$ cat src/rtl/ball_motion_ctrl_pkg.sv
// Shared constants, FSM state type and per-axis step/reflect helper for the ball display path.
package ball_pkg;

  localparam int unsigned H_RES     = 640;
  localparam int unsigned V_RES     = 480;
  localparam int unsigned BALL_SIZE = 16;

  localparam logic [2:0] BALL_RGB  = 3'b100;
  localparam logic [2:0] BG_RGB    = 3'b001;
  localparam logic [2:0] BLANK_RGB = 3'b000;

  typedef enum logic [2:0] {
    IDLE,
    WAIT_FRAME,
    CALC_X,
    CALC_Y,
    COMMIT
  } ball_state_t;

  typedef struct packed {
    logic [9:0] pos;
    logic       dir;
    logic       hit;
  } axis_step_t;

  // One axis update in 11-bit signed: move by step, clamp to [1, max_pos] and reflect.
  function automatic axis_step_t axis_step(input logic [9:0] pos, input logic dir,
                                           input logic [9:0] step, input logic [9:0] max_pos);
    logic signed [10:0] n;
    axis_step_t r;
    n = dir ? ($signed({1'b0, pos}) + $signed({1'b0, step}))
            : ($signed({1'b0, pos}) - $signed({1'b0, step}));
    r.pos = n[9:0];
    r.dir = dir;
    r.hit = 1'b0;
    if (n >= $signed({1'b0, max_pos})) begin
      r.pos = max_pos;
      r.dir = 1'b0;
      r.hit = 1'b1;
    end else if (n <= 11'sd1) begin
      r.pos = 10'd1;
      r.dir = 1'b1;
      r.hit = 1'b1;
    end
    return r;
  endfunction

endpackage

$ cat src/rtl/ball_motion_ctrl_if.sv
// Raster inputs, motion controls and ball/colour outputs of the ball motion controller.
interface ball_motion_ctrl_if;
  logic       v_sync;
  logic [8:0] line;
  logic [9:0] pixel;
  logic       run;
  logic [1:0] speed_sel;
  logic [9:0] ball_x;
  logic [8:0] ball_y;
  logic       dir_x;
  logic       dir_y;
  logic       bounce;
  logic [7:0] bounce_cnt;
  logic       ball_on;
  logic [2:0] rgb;

  modport master (
    output v_sync, line, pixel, run, speed_sel,
    input  ball_x, ball_y, dir_x, dir_y, bounce, bounce_cnt, ball_on, rgb
  );

  modport slave (
    input  v_sync, line, pixel, run, speed_sel,
    output ball_x, ball_y, dir_x, dir_y, bounce, bounce_cnt, ball_on, rgb
  );
endinterface

$ cat src/rtl/ball_motion_ctrl_sync_fall_det.sv
// Two-flop synchroniser followed by a registered falling-edge pulse (3 clk from input fall).
module sync_fall_det (
  input  logic clk,
  input  logic reset,
  input  logic sig,
  output logic fall
);

  // sh[0], sh[1] synchronise; sh[2] holds the previous synchronised value. Idle level is high.
  logic [2:0] sh;

  always_ff @(posedge clk or posedge reset) begin
    if (reset) begin
      sh   <= '1;
      fall <= 1'b0;
    end else begin
      sh   <= {sh[1:0], sig};
      fall <= sh[2] & ~sh[1];
    end
  end

endmodule

$ cat src/rtl/ball_motion_ctrl.sv
// Frame-synchronous bouncing-ball controller: steps the ball during vertical blanking and
// produces the per-pixel ball/background colour.
module ball_motion_ctrl #(
  parameter int unsigned H_RES     = ball_pkg::H_RES,
  parameter int unsigned V_RES     = ball_pkg::V_RES,
  parameter int unsigned BALL_SIZE = ball_pkg::BALL_SIZE,
  parameter int unsigned STEP_X    = 2,
  parameter int unsigned STEP_Y    = 1,
  parameter int unsigned INIT_X    = 312,
  parameter int unsigned INIT_Y    = 232,
  parameter int unsigned FRAME_DIV = 1,
  parameter logic [2:0]  BALL_RGB  = ball_pkg::BALL_RGB,
  parameter logic [2:0]  BG_RGB    = ball_pkg::BG_RGB
) (
  input logic               clk,
  input logic               reset,
  ball_motion_ctrl_if.slave bus
);
  import ball_pkg::*;

  localparam logic [9:0]  XMAX     = 10'(H_RES - BALL_SIZE + 1);
  localparam logic [9:0]  YMAX     = 10'(V_RES - BALL_SIZE + 1);
  localparam logic [15:0] DIV_LAST = 16'(FRAME_DIV - 1);

  ball_state_t state, nstate;
  logic        frame_tick;
  logic [15:0] div_q;
  logic [1:0]  spd_q;
  axis_step_t  nx_q;
  axis_step_t  ay;
  logic [9:0]  step_x, step_y;

  logic [9:0]  ball_x_q;
  logic [9:0]  ball_y_q;
  logic        dir_x_q, dir_y_q, bounce_q, ball_on_q;
  logic [7:0]  bounce_cnt_q;
  logic [2:0]  rgb_q;

  logic div_last, div_clr, div_inc, latch_spd, calc_x_en, load_en;
  logic active, in_x, in_y, on_d;

  sync_fall_det u_vs_fall (
    .clk   (clk),
    .reset (reset),
    .sig   (bus.v_sync),
    .fall  (frame_tick)
  );

  assign div_last = (div_q == DIV_LAST);

  always_ff @(posedge clk or posedge reset) begin
    if (reset) state <= IDLE;
    else       state <= nstate;
  end

  always_comb begin
    nstate = state;
    unique case (state)
      IDLE:       if (bus.run) nstate = WAIT_FRAME;
      WAIT_FRAME: begin
        if (!bus.run)                   nstate = IDLE;
        else if (frame_tick && div_last) nstate = CALC_X;
      end
      CALC_X:     nstate = CALC_Y;
      CALC_Y:     nstate = COMMIT;
      COMMIT:     nstate = WAIT_FRAME;
      default:    nstate = IDLE;
    endcase
  end

  always_comb begin
    div_clr   = 1'b0;
    div_inc   = 1'b0;
    latch_spd = 1'b0;
    calc_x_en = 1'b0;
    load_en   = 1'b0;
    unique case (state)
      IDLE:       div_clr = bus.run;
      WAIT_FRAME: begin
        if (bus.run && frame_tick) begin
          if (div_last) begin
            div_clr   = 1'b1;
            latch_spd = 1'b1;
          end else begin
            div_inc = 1'b1;
          end
        end
      end
      CALC_X:     calc_x_en = 1'b1;
      CALC_Y:     load_en   = 1'b1;
      default:    ;
    endcase
  end

  assign step_x = 10'(STEP_X * (int'(spd_q) + 1));
  assign step_y = 10'(STEP_Y * (int'(spd_q) + 1));
  assign ay     = axis_step(ball_y_q, dir_y_q, step_y, YMAX);

  always_ff @(posedge clk or posedge reset) begin
    if (reset) begin
      div_q <= '0;
      spd_q <= '0;
      nx_q  <= '0;
    end else begin
      if (div_clr)        div_q <= '0;
      else if (div_inc)   div_q <= div_q + 16'd1;
      if (latch_spd)      spd_q <= bus.speed_sel;
      if (calc_x_en)      nx_q  <= axis_step(ball_x_q, dir_x_q, step_x, XMAX);
    end
  end

  // Visible registers load on the edge that enters COMMIT, so the new position, directions and
  // the single bounce pulse are all present for exactly the COMMIT cycle.
  always_ff @(posedge clk or posedge reset) begin
    if (reset) begin
      ball_x_q     <= 10'(INIT_X);
      ball_y_q     <= 10'(INIT_Y);
      dir_x_q      <= 1'b1;
      dir_y_q      <= 1'b1;
      bounce_q     <= 1'b0;
      bounce_cnt_q <= '0;
    end else begin
      bounce_q <= 1'b0;
      if (load_en) begin
        ball_x_q <= nx_q.pos;
        dir_x_q  <= nx_q.dir;
        ball_y_q <= ay.pos;
        dir_y_q  <= ay.dir;
        if (nx_q.hit || ay.hit) begin
          bounce_q <= 1'b1;
          if (bounce_cnt_q != 8'hFF) bounce_cnt_q <= bounce_cnt_q + 8'd1;
        end
      end
    end
  end

  assign active = (bus.line != '0) && (bus.pixel != '0);
  assign in_x   = (bus.pixel >= ball_x_q) &&
                  ({1'b0, bus.pixel} < ({1'b0, ball_x_q} + 11'(BALL_SIZE)));
  assign in_y   = ({1'b0, bus.line} >= ball_y_q) &&
                  ({2'b00, bus.line} < ({1'b0, ball_y_q} + 11'(BALL_SIZE)));
  assign on_d   = active && in_x && in_y;

  always_ff @(posedge clk or posedge reset) begin
    if (reset) begin
      ball_on_q <= 1'b0;
      rgb_q     <= BLANK_RGB;
    end else begin
      ball_on_q <= on_d;
      rgb_q     <= on_d ? BALL_RGB : (active ? BG_RGB : BLANK_RGB);
    end
  end

  assign bus.ball_x     = ball_x_q;
  assign bus.ball_y     = ball_y_q[8:0];
  assign bus.dir_x      = dir_x_q;
  assign bus.dir_y      = dir_y_q;
  assign bus.bounce     = bounce_q;
  assign bus.bounce_cnt = bounce_cnt_q;
  assign bus.ball_on    = ball_on_q;
  assign bus.rgb        = rgb_q;

endmodule

$ cat src/flat_wrapper.sv
// flat-port wrapper written by rule: the top's interface ports become plain ports
module ball_motion_ctrl_flat import ball_pkg::*;
#(
  parameter int unsigned H_RES     = ball_pkg::H_RES,
  parameter int unsigned V_RES     = ball_pkg::V_RES,
  parameter int unsigned BALL_SIZE = ball_pkg::BALL_SIZE,
  parameter int unsigned STEP_X    = 2,
  parameter int unsigned STEP_Y    = 1,
  parameter int unsigned INIT_X    = 312,
  parameter int unsigned INIT_Y    = 232,
  parameter int unsigned FRAME_DIV = 1,
  parameter logic [2:0]  BALL_RGB  = ball_pkg::BALL_RGB,
  parameter logic [2:0]  BG_RGB    = ball_pkg::BG_RGB
)
  (clk, reset, bus_v_sync, bus_line, bus_pixel, bus_run, bus_speed_sel, bus_ball_x, bus_ball_y, bus_dir_x, bus_dir_y, bus_bounce, bus_bounce_cnt, bus_ball_on, bus_rgb);
  ball_motion_ctrl_if bus_i ();
  input logic clk;
  input logic reset;
  input wire logic [$bits(bus_i.v_sync)-1:0] bus_v_sync;
  input wire logic [$bits(bus_i.line)-1:0] bus_line;
  input wire logic [$bits(bus_i.pixel)-1:0] bus_pixel;
  input wire logic [$bits(bus_i.run)-1:0] bus_run;
  input wire logic [$bits(bus_i.speed_sel)-1:0] bus_speed_sel;
  output wire logic [$bits(bus_i.ball_x)-1:0] bus_ball_x;
  output wire logic [$bits(bus_i.ball_y)-1:0] bus_ball_y;
  output wire logic [$bits(bus_i.dir_x)-1:0] bus_dir_x;
  output wire logic [$bits(bus_i.dir_y)-1:0] bus_dir_y;
  output wire logic [$bits(bus_i.bounce)-1:0] bus_bounce;
  output wire logic [$bits(bus_i.bounce_cnt)-1:0] bus_bounce_cnt;
  output wire logic [$bits(bus_i.ball_on)-1:0] bus_ball_on;
  output wire logic [$bits(bus_i.rgb)-1:0] bus_rgb;
  assign bus_i.v_sync = bus_v_sync;
  assign bus_i.line = bus_line;
  assign bus_i.pixel = bus_pixel;
  assign bus_i.run = bus_run;
  assign bus_i.speed_sel = bus_speed_sel;
  assign bus_ball_x = bus_i.ball_x;
  assign bus_ball_y = bus_i.ball_y;
  assign bus_dir_x = bus_i.dir_x;
  assign bus_dir_y = bus_i.dir_y;
  assign bus_bounce = bus_i.bounce;
  assign bus_bounce_cnt = bus_i.bounce_cnt;
  assign bus_ball_on = bus_i.ball_on;
  assign bus_rgb = bus_i.rgb;
  ball_motion_ctrl #(.H_RES(H_RES), .V_RES(V_RES), .BALL_SIZE(BALL_SIZE), .STEP_X(STEP_X), .STEP_Y(STEP_Y), .INIT_X(INIT_X), .INIT_Y(INIT_Y), .FRAME_DIV(FRAME_DIV), .BALL_RGB(BALL_RGB), .BG_RGB(BG_RGB)) u_core (.clk(clk), .reset(reset), .bus(bus_i));
endmodule
$ cat config.mk
export PLATFORM = sky130hd
export DESIGN_NAME = ball_motion_ctrl_flat
export DESIGN_NICKNAME = d
export VERILOG_FILES = /design/src/rtl/ball_motion_ctrl_pkg.sv /design/src/rtl/ball_motion_ctrl_if.sv /design/src/rtl/ball_motion_ctrl_sync_fall_det.sv /design/src/rtl/ball_motion_ctrl.sv /design/src/flat_wrapper.sv
export SDC_FILE = /design/constraint.sdc
export NUM_CORES = 1
export LEC_CHECK = 0
export BUFFER_PORTS_ARGS = -buffer_cell sky130_fd_sc_hd__buf_2
export CAP_MARGIN = 20
export CELL_PAD_IN_SITES_DETAIL_PLACEMENT = 1
export CELL_PAD_IN_SITES_GLOBAL_PLACEMENT = 2
export CORE_MARGIN = 5
export CORE_UTILIZATION = 33
export CTS_CLUSTER_DIAMETER = 50
export DETAILED_ROUTE_END_ITERATION = 8
export GPL_ROUTABILITY_DRIVEN = 0
export PLACE_DENSITY_LB_ADDON = 0.1
export SETUP_SLACK_MARGIN = 0.15
export SYNTH_ARGS = -nofsm -noshare
export SYNTH_HDL_FRONTEND = slang
export SYNTH_HIERARCHICAL = 1
export SYNTH_SLANG_ARGS = --single-unit
$ cat constraint.sdc
create_clock -name clk -period 4.2 [get_ports clk]
set_clock_uncertainty 0.05 [all_clocks]
set_input_delay 0.84 -clock clk [delete_from_list [all_inputs] [get_ports clk]]
set_output_delay 0.84 -clock clk [all_outputs]
set_load 0.01 [all_outputs]
==> impl_metrics.tcl <==
set metrics [dict create \
    status "finished, final reports clean" \
    dpl.hpwl_mm 11.9 \
    intPower_uw 2550 \
    first_pass_iters 4 \
    synth-edff-count 0 \
    cts_sinks 70 \
    pwr-share-comb 0.611 \
    grt_pass1_wl_mm 24.9 \
    cts.hold.buffers_added 0 \
    pre_cts_slack_ns 0.0551 \
    grt.total_usage 0.166 \
    io_buffers 57 \
    ys_top_cells_by_count "dfrtp_1, ha_1, nand2_1" \
    async_reset_ff_frac 1.00 \
    end_kind "flip-flop" \
    postSynthAreaPerCell_sq_um 8.79 \
    final_hold_viol_count 0 \
    cp-start-kind "flip-flop" \
    switching_share 0.475 \
    totalWireLength_mm 15.1 \
    dpl_cell_area_sq_mm 0.00576 \
    syn_nets 685 \
    vias 4526 \
    min_from "u_core/u_vs_fall/sh[0]" \
    ys_types 73 \
    tns_ns 0 \
    htree_levels 3 \
    required_ns 4.37 \
    power.switching_uw 2310 \
    avgRoutedWirePerCell_microns 17.2 \
    crit_arrival_ns 4.01 \
    vias_per_cell 5.18 \
    slew_headroom 0.496 \
    ir_worst_vdd_uv 324 \
    drc 0 \
    antenna_found_initial 0 \
    final_util 0.388 \
    synth.cell_area_sq_mm 0.00532 \
    grt_start_max_net_pins 35 \
    netlist_instances 605 \
    grt_pass1_vias 4923 \
    hold_depth 0 \
    dieWidth_microns 137 \
    fin_cells 874 \
    cts.path.max_buffers 2 \
    synthTopCellsByArea "dfrtp_1, ha_1, dfstp_2, o21ai_0, xnor2_1" \
    multi_input_area_sq_mm 0.00327 \
    rr_startpoint "u_core/spd_q[0]" \
    cts_tree "done" \
    drive_gt1_frac 0.188 \
    clk_latency_ns 0.34 \
    dpl.cell_count 854 \
    sequentialPowerShare 0.230 \
    p_clk_frac 0.159 \
    seqCellArea_sq_mm 0.00177 \
    powerDensity_mw_per_mm2 792 \
    critPathKind "reg -> reg" \
    leakagePower_uw 0.00280 \
    max_cap_violations 0 \
    ys_ff_latch 70 \
    worstPathMaxFanout 6 \
    path_clk_slew_ns 0.07 \
    ys.flop_type "dfrtp_1" \
    area_growth_pct 15.3 \
    crit_start "u_core/spd_q[0]" \
    r2r_cells 14 \
    tightest_slew_ns 0.755 \
    ant_nets 0 \
    min_to "u_core/u_vs_fall/sh[1]" \
    fill_cells 1889 \
    worst_hold_path_type "reg -> reg" \
    core_sq_mm 0.0158 \
    worstReg2RegEnd "u_core/bus.bounce_cnt[1]" \
    cts_buffers 9 \
    yosysWarnings 6 \
    setup_violations 0 \
    timing.fmax_mhz 260 \
    yosysMostFrequentCell "dfrtp_1" \
    antennaDiodeCount 0 \
    stdcell_area_sq_mm 0.00613 \
    nets 733 \
    yosysTopAreaCellShare 0.268 \
    die_area_sq_mm 0.0188 \
    yosysSeqAreaShare 0.332 \
    fin_crit_ns 3.84 \
    overflow 0 \
    drt_iter0_markers 153 \
    pin_count 59 \
    slew_viol_final 0 \
    synth_top_area_cell "dfrtp_1" \
    rrSetupSlack_ns 0.36 \
    ctsRootBufferMaster "clkbuf_16" \
    grt_setup_unrepaired "false" \
    rows 46 \
    final.setup.worst_slack_ns 0.360 \
    die_y_microns 137 \
    min_period_over_period 0.914 \
    initial_core_util 0.336 \
]
## what timing repair did
action | CTS | global route
resized for setup | 5 | 4
pin swaps | 1 | 4
hold endpoints to repair | 0 | 0
endpoints found under the setup margin | 2 | 11
setup buffers | 0 | 4
## through the flow
step / hold WS (ns) / power, uW
4_1_cts: 0.310 / 4860
3_3_place_gp: 0.302 / 3950
6_report: 0.307 / 4860
2_1_floorplan: 0.295 / 3230
3_5_place_dp: 0.297 / 4010
5_1_grt: 0.313 / 5310
## worst max path at each step
stage / endpoint / slack, ns / cells after the start
2_1_floorplan: u_core/bus.bounce_cnt[1] / 0.17 / 16
3_3_place_gp: u_core/bus.bounce_cnt[1] / 0.23 / 14
3_5_place_dp: u_core/bus.bounce_cnt[1] / 0.06 / 14
4_1_cts: u_core/bus.bounce_cnt[1] / 0.17 / 14
5_1_grt: u_core/bus.bounce_cnt[1] / 0.17 / 14
6_report: u_core/bus.bounce_cnt[1] / 0.36 / 14
## registers in the layout, summed over array words and instances (netlist names)
signal                 count
u_core/bus.ball_x         10
u_core/ball_y_q           10
u_core/state               3
u_core/spd_q               2
u_core/u_vs_fall/sh        3
u_core/bus.dir_x           1
u_core/bus.dir_y           1
u_core/u_vs_fall/fall      1
u_core/bus.bounce_cnt      8
u_core/bus.rgb             2
u_core/nx_q               12
u_core/bus.bounce          1
u_core/div_q              16
## cells in the final DEF (no fill, tap or decap), types with 13 or more instances in the layout
cell / synthesis / final
buf_2: 4 / 57
dfrtp_1: 57 / 56
ha_1: 53 / 53
nand2_1: 51 / 51
nor2_1: 48 / 47
o21ai_0: 41 / 41
inv_1: 42 / 40
a21oi_1: 30 / 30
nand3_1: 25 / 25
xnor2_1: 23 / 23
xor2_1: 21 / 21
nor3_1: 17 / 17
dfstp_2: 13 / 13
## power groups by stage
stage | Sequential (uW) | Clock (uW) | Combinational, uW
3_5_place_dp | 1130 | 0 | 2880
5_1_grt | 1150 | 826 | 3330
6_report | 1120 | 772 | 2970
3_3_place_gp | 1130 | 0 | 2820
2_1_floorplan | 1050 | 0 | 2170
4_1_cts | 1120 | 795 | 2940
## routing by layer
metal | share of wire | track usage | vias up
met2 | 0.50 | 0.292 | 45
li1 | - | - | 2239
met4 | 0.017 | 0.0449 | 0
met1 | 0.46 | 0.212 | 2223
met5 | 0 | 0 | -
met3 | 0.021 | 0.0243 | 19
## area by class of cell
| type | instances | share of cell area |
|---|---|---|
| multi-input cells | 461 | 0.533 |
| flip-flops and latches | 70 | 0.288 |
| repair buffers | 67 | 0.0588 |
| well taps | 216 | 0.0441 |
| clock buffers | 11 | 0.0396 |
| inverters | 44 | 0.0269 |
| clock inverters | 5 | 0.00959 |
## cells by family (layout without fill, tap and decap cells)
group,after synthesis,after routing,share of synthesized area
DFF,70,70,0.332
AOI/OAI and AO/OA,139,139,0.175
buffers and inverters,74,127,0.0616
xor gates and xnor gates,45,45,0.0755
adders and majority gates,56,56,0.134
other,1,1,0.000705
and+or+nand+nor,215,215,0.210
muxes,5,5,0.0106
## critical path, cell delays in order (launching register included)
cell,delay (ns)
dfrtp_2,0.42
inv_2,0.08
ha_1,0.33
xor2_1,0.20
inv_1,0.08
fa_1,0.43
nand2b_2,0.26
a2111oi_4,0.34
o41a_1,0.25
a31oi_2,0.08
nand4b_4,0.21
o21ai_2,0.23
nor3_4,0.08
or3_4,0.41
mux2_4,0.31
Power figures use the tool's default switching activity.
